### src/rtl/aclint_memory.sv
// aclint_memory: memory-mapped ACLINT slave holding MSIP, MTIMECMP, MTIME and the SETSSIP pulse.
// Build option: define ACLINT_SSWI_EN to map SETSSIP at offset 0x8000 and drive o_ssip_set.
package eei;
  typedef logic [63:0] Addr;
  localparam Addr MMAP_ACLINT_BEGIN = 64'h0000_0000_0200_0000;
endpackage

module aclint_memory #(
  parameter eei::Addr    BASE      = eei::MMAP_ACLINT_BEGIN,
  parameter int unsigned MTIME_DIV = 1
) (
  input  logic        i_clk,
  input  logic        i_rst,
  input  logic        i_valid,
  output logic        o_ready,
  input  logic [63:0] i_addr,
  input  logic        i_wen,
  input  logic [63:0] i_wdata,
  input  logic [7:0]  i_wmask,
  output logic        o_rvalid,
  output logic [63:0] o_rdata,
  output logic        o_msip,
  output logic        o_mtip,
  output logic        o_ssip_set,
  output logic [63:0] o_mtime
);

  localparam logic [63:0] OFF_MSIP     = 64'h0000;
  localparam logic [63:0] OFF_MTIMECMP = 64'h4000;
  localparam logic [63:0] OFF_MTIME    = 64'h7FF8;
  localparam logic [15:0] PRESC_MAX    = 16'(MTIME_DIV - 1);

  logic        accept;
  logic        wr;
  logic [63:0] offset;
  logic [63:0] bmask;
  logic        sel_msip;
  logic        sel_mtimecmp;
  logic        sel_mtime;

  logic        msip_q,     msip_d;
  logic [63:0] mtimecmp_q, mtimecmp_d;
  logic [63:0] mtime_q,    mtime_d;
  logic [15:0] presc_q,    presc_d;
  logic        rvalid_q;
  logic [63:0] rdata_q,    rdata_d;

  assign o_ready      = 1'b1;
  assign accept       = i_valid & o_ready;
  assign wr           = accept & i_wen;
  assign offset       = i_addr - BASE;
  assign sel_msip     = (offset == OFF_MSIP);
  assign sel_mtimecmp = (offset == OFF_MTIMECMP);
  assign sel_mtime    = (offset == OFF_MTIME);

  // NOTE: every always_comb output gets a default first, so no path infers a latch.
  always_comb begin
    bmask = '0;
    for (int k = 0; k < 8; k++) bmask[8*k +: 8] = {8{i_wmask[k]}};
  end

  always_comb begin
    msip_d = msip_q;
    if (wr && sel_msip && i_wmask[0]) msip_d = i_wdata[0];
  end

  always_comb begin
    mtimecmp_d = mtimecmp_q;
    if (wr && sel_mtimecmp) mtimecmp_d = (mtimecmp_q & ~bmask) | (i_wdata & bmask);
  end

  // A bus write to MTIME beats the tick and restarts the prescaler.
  always_comb begin
    mtime_d = mtime_q;
    presc_d = presc_q;
    if (wr && sel_mtime) begin
      mtime_d = (mtime_q & ~bmask) | (i_wdata & bmask);
      presc_d = '0;
    end else if (presc_q == PRESC_MAX) begin
      mtime_d = mtime_q + 64'd1;
      presc_d = '0;
    end else begin
      presc_d = presc_q + 16'd1;
    end
  end

  always_comb begin
    rdata_d = '0;
    if (accept && !i_wen) begin
      if (sel_msip)          rdata_d = {63'b0, msip_q};
      else if (sel_mtimecmp) rdata_d = mtimecmp_q;
      else if (sel_mtime)    rdata_d = mtime_q;
    end
  end

  // NOTE: the synchronous reset lives inside the clocked block; all state uses non-blocking <=.
  always_ff @(posedge i_clk) begin
    if (i_rst) begin
      msip_q     <= 1'b0;
      mtimecmp_q <= '1;
      mtime_q    <= '0;
      presc_q    <= '0;
      rvalid_q   <= 1'b0;
      rdata_q    <= '0;
    end else begin
      msip_q     <= msip_d;
      mtimecmp_q <= mtimecmp_d;
      mtime_q    <= mtime_d;
      presc_q    <= presc_d;
      rvalid_q   <= accept;
      rdata_q    <= rdata_d;
    end
  end

`ifdef ACLINT_SSWI_EN
  localparam logic [63:0] OFF_SETSSIP = 64'h8000;
  logic ssip_q, ssip_d;

  assign ssip_d = wr & (offset == OFF_SETSSIP) & i_wmask[0] & i_wdata[0];

  always_ff @(posedge i_clk) begin
    if (i_rst) ssip_q <= 1'b0;
    else       ssip_q <= ssip_d;
  end

  assign o_ssip_set = ssip_q;
`else
  assign o_ssip_set = 1'b0;
`endif

  assign o_rvalid = rvalid_q;
  assign o_rdata  = rdata_q;
  assign o_msip   = msip_q;
  assign o_mtip   = (mtime_q >= mtimecmp_q);
  assign o_mtime  = mtime_q;

endmodule

### config.mk
export PLATFORM = sky130hd
export DESIGN_NAME = aclint_memory
export DESIGN_NICKNAME = d
export VERILOG_FILES = /design/src/rtl/aclint_memory.sv
export SDC_FILE = /design/constraint.sdc
export NUM_CORES = 1
export LEC_CHECK = 0
export ABC_AREA = 0
export CAP_MARGIN = 20
export CORE_MARGIN = 2
export CORE_UTILIZATION = 25
export DETAILED_ROUTE_END_ITERATION = 8
export MAX_ROUTING_LAYER = met4
export PLACE_DENSITY = 0.55
export SYNTH_ARGS = -nofsm -noshare
export SYNTH_HDL_FRONTEND = slang
export SYNTH_SLANG_ARGS = --single-unit
### constraint.sdc
create_clock -name i_clk -period 3 [get_ports i_clk]
set_input_delay 0.3 -clock i_clk [delete_from_list [all_inputs] [get_ports i_clk]]
set_output_delay 0.3 -clock i_clk [all_outputs]
set_load 0.01 [all_outputs]
---- Word-level counts from Yosys, hierarchy flattened ----
Index checks and enable logic that the tools add are counted.
cells by class
  add/sub/neg operators ................... 3
  $lt $le $gt $ge ......................... 1
  eq/ne operators ......................... 2
  multiplexer cells ....................... 5
  bitwise logic cells ..................... 8
  reductions and logical operators ........ 12
operator list
  cell                                                                    number
  64-bit two-way mux                                                      4
  64-bit AND                                                              3
  64-bit by 15-bit == test with 1-bit output (second input constant)      2
  64-bit bitwise OR                                                       2
  64-bit by 1-bit adder with 64-bit output (second input constant)        1
  64-bit greater-or-equal comparator                                      1
  64-bit logical NOT                                                      1
  64-bit NOT                                                              1
  64-bit by 26-bit subtractor with 64-bit output (second input constant)  1
  16-bit by 1-bit adder with 16-bit output (second input constant)        1
  16-bit logical NOT                                                      1
  3-bit OR reduction                                                      2
  1-bit logical AND                                                       5
  2-bit nonzero test                                                      1
  2-bit OR reduction                                                      1
  1-bit AND                                                               1
  1-bit logical NOT                                                       1
  1-bit two-way mux                                                       1
  1-bit NOT                                                               1
storage, ports and cells
  flip-flop bits (word level) ............. 210
  word-level logic and storage cells ...... 38

---- Depth between registers and ports, before layout ----
  word-level depth ........................ 5
  depth in mapped cells ................... 14
  gate-level depth less buffers ........... 11

---- Worst setup path before layout ----
Ideal clock, no wire load.
  path kind ............................... input-to-reg
  start point ............................. input port i_addr[25]
  end point ............................... register with a tool-made name
  setup time .............................. 134 ps
  arrival time ............................ 3,060 ps
  data required time ...................... 2,866 ps
  path slack .............................. -194 ps
  cell stages on the path ................. 12
  buffers on the path ..................... 2
  cells stage by stage .................... inv_1 > ha_1 > nand3_1 > or4_1 > a22o_1 > nand3b_1 > or4b_1 > buf_4 > buf_2 > o21ai_0 > nor3b_1 > a2111oi_2
RTL lines
  item                RTL line  text
  start: declaration  16        input logic [63:0] i_addr,

==> results.cfg <==
[drt]
wl_per_cell_microns = 20.1
vias = 13700
routed_wl_microns = 53100
via_per_inst = 5.20
drcViolationCount = 0
drt-initial-drc-count = 918
drtAntennaViolNets = 0
first_pass_iters = 5

[critical_path]
cpPeakStageDelay_ns = 0.35
timing.critical_path.buf_inv = 7
cp_data_arrival_time_ns = 3.05
critPathRequiredTime_ns = 2.70
crit_path_max_fanout = 2
crit_family = buffers and inverters
r2r_slack_ns = 0.16
worstSetupStartpointType = register
crit_type = register to output pin
cpMostUsedCell = buf_4
r2r_cells = 9
cp-end-kind = output pin
critical_path.cell_chain = inv_2 -> ha_4 -> nand3_4 -> nor3_4 -> nand3_2 -> buf_4 -> buf_4 -> buf_4 -> buf_4 -> o221ai_1 -> buf_4 -> nor3_4 -> o41ai_4 -> buf_2
slowest_stage = dfxtp_2

[place]
gp_congestion = 0.920
place_ws_ns = -0.963
post-dp-hpwl_microns = 39400
place_area_sq_um = 17300
port_buffers = 270

[grt]
grt-ovfl-total = 0
grt_pass1_wl_microns = 77700
antenna_found_initial = 1
grt_pass1_vias = 13500
grt_max_degree = 55
grt_usage_pct = 20.5

[floorplanning]
io_pins = 273
num_rows = 80
start_util_pct = 25.2
die_width_microns = 222
die_h_microns = 222
core_area_sq_um = 47400
die_area_sq_um = 49500

[timing]
slew_violations = 0
setup_viol = 1
worst_pin_slew_ns = 0.586
rsz0062_at_grt = yes
fin_crit_sh_pct = 112
period_needed_ns = 3.35
hold_violations = 0
clock_skew_ns = 0.0229
setup_slack_ns = -0.349
hold_ws_ns = 0.0577
relSlewSlack_pct = 60.8
fmax_mhz = 299

[clock_tree]
cts_root_buf = clkbuf_16
cts.sinks = 210
cts.clk_slew.worst_paths_ns = 0.06
hold_buffers = 0
htreeDepth = 1
cts_inserted_buffers = 25
clk_path_buf_depth = 3
cts_tree = done
clk_latency_ns = 0.55

[synth]
yosys_warnings = 0
yosysSeqAreaShare_pct = 35.2
syn_area_sq_um = 11900
synth_edf_count = 0
syn_inst = 1479
ys_seq_elements = 210
synthArstFlopShare_pct = 0
synth_cell_types = 77
synth_fp_nets = 1687
syn_avg_cell_area_sq_um = 8.07
ys.flop_type = dfxtp_1

[worst_hold_path]
hp-class = input port to register
min_from = i_rst
holdPathStages = 2

[run_status]
failed_checks = negative setup slack
outcome = finished with violations

[layout]
final_util_pct = 41.0
drive_gt1_share_pct = 24.1
area_delta_synth_final_pct = 63.0
nNetsFinal = 2214
fill_cells = 4758
design_area_sq_um = 19400

[pwr]
power.total_w = 0.00653
power.leakage_nw = 8.22
ir_drop_mv = 0.364
p_per_area_nw_per_um2 = 336

[flow_run]
drv_cap = 0
[synthesized netlist by cell type, types with 29 or more instances]
master	n	area (sq um)
inv_1	94	353
clkbuf_1	37	139
and3_1	29	181
buf_2	36	180
nand2_1	130	488
ha_1	68	851
a31oi_1	31	194
nor2_1	127	477
dfxtp_1	210	4200
o21ai_0	47	235
o211ai_1	63	473
a22oi_1	64	480
nand4_1	44	275
nand3_1	117	586
nor3_1	50	250
a21oi_1	46	230
[how the worst max path moves through the flow]
stage,startpoint,endpoint,slack (ns),cells past startpoint
floorplan,i_addr[31],register,-0.07,10
global placement,i_addr[37],register,-0.94,13
detailed placement,i_addr[47],register,-0.96,11
CTS,register,o_mtip,-0.41,13
global route,register,o_mtip,-0.43,12
finish,register,o_mtip,-0.35,14
[stage by stage]
step | setup TNS [ns] | cells
after floorplan | -1.05 | 1479
after global routing | -0.930 | 2636
after global placement | -150.25 | 2546
final | -0.349 | 2637
after detailed placement | -157.32 | 2546
after CTS | -0.410 | 2608
[cell type report]
class	count	area [sq um]	area share (%)
Multi-Input combinational cell	1090	7720	39.7
Timing Repair Buffer	584	5520	28.4
Sequential cell	210	4220	21.7
Tap cell	615	769	3.96
Clock buffer	33	736	3.78
Inverter	95	357	1.83
Clock inverter	8	121	0.624
Antenna cell	2	5.00	0.0257
[power by group]
part	internal, W	switching, W
clock	0.00196	0.00123
sequential	0.00279	0.00000240
combinational	0.000284	0.000255
total	0.00504	0.00149
[logic make-up after synthesis]
kind of cell             synth area share (%)
AO/OA/AOI/OAI                            20.9
AND/OR/NAND/NOR                          27.8
multiplexers                            0.933
adder cells (fa/ha/maj)                  7.13
buffers and inverters                    6.32
flip-flops                               35.2
XOR/XNOR                                 1.69
other                                  0.0629
[placed cells by master, fill, tap and decap left out, drive strengths merged, types with 6 or more instances in the layout]
cell           count
a22oi             64
nand2            130
a32oi              9
nand3b             9
and4               7
and3              29
a21oi             46
a21o              19
o21a               7
nor3              60
mux2i             10
or3               15
nand4b             6
nor4b             10
nor4              26
buf              311
xnor2             16
a211oi            14
and2               8
inv               96
o211ai            63
nor2             128
a31oi             31
nor2b              9
clkbuf            46
dlymetal6s2s      11
xor2               7
o31ai              7
or4                8
nand2b            14
o21ai             49
ha                68
clkdlybuf4s50    241
nand3            118
dfxtp            210
nand4             45
[metal layers]
metal	vias to the layer above	global-route usage [%]	wire length [microns]
met5	-	-	0
met4	0	5.82	1400
met3	95	3.35	3570
met2	507	34.3	25400
met1	6590	25.4	22700
li1	6527	-	-
[repair_timing]
action / CTS / global route
setup buffers: 22 / 23
cloned: 1 / 8
endpoints found under the hold margin: 0 / 0
gates resized for setup: 85 / 138
setup endpoints to repair: 209 / 197
pin swaps: 33 / 47
No activity file was read; power rests on OpenSTA's default activity.
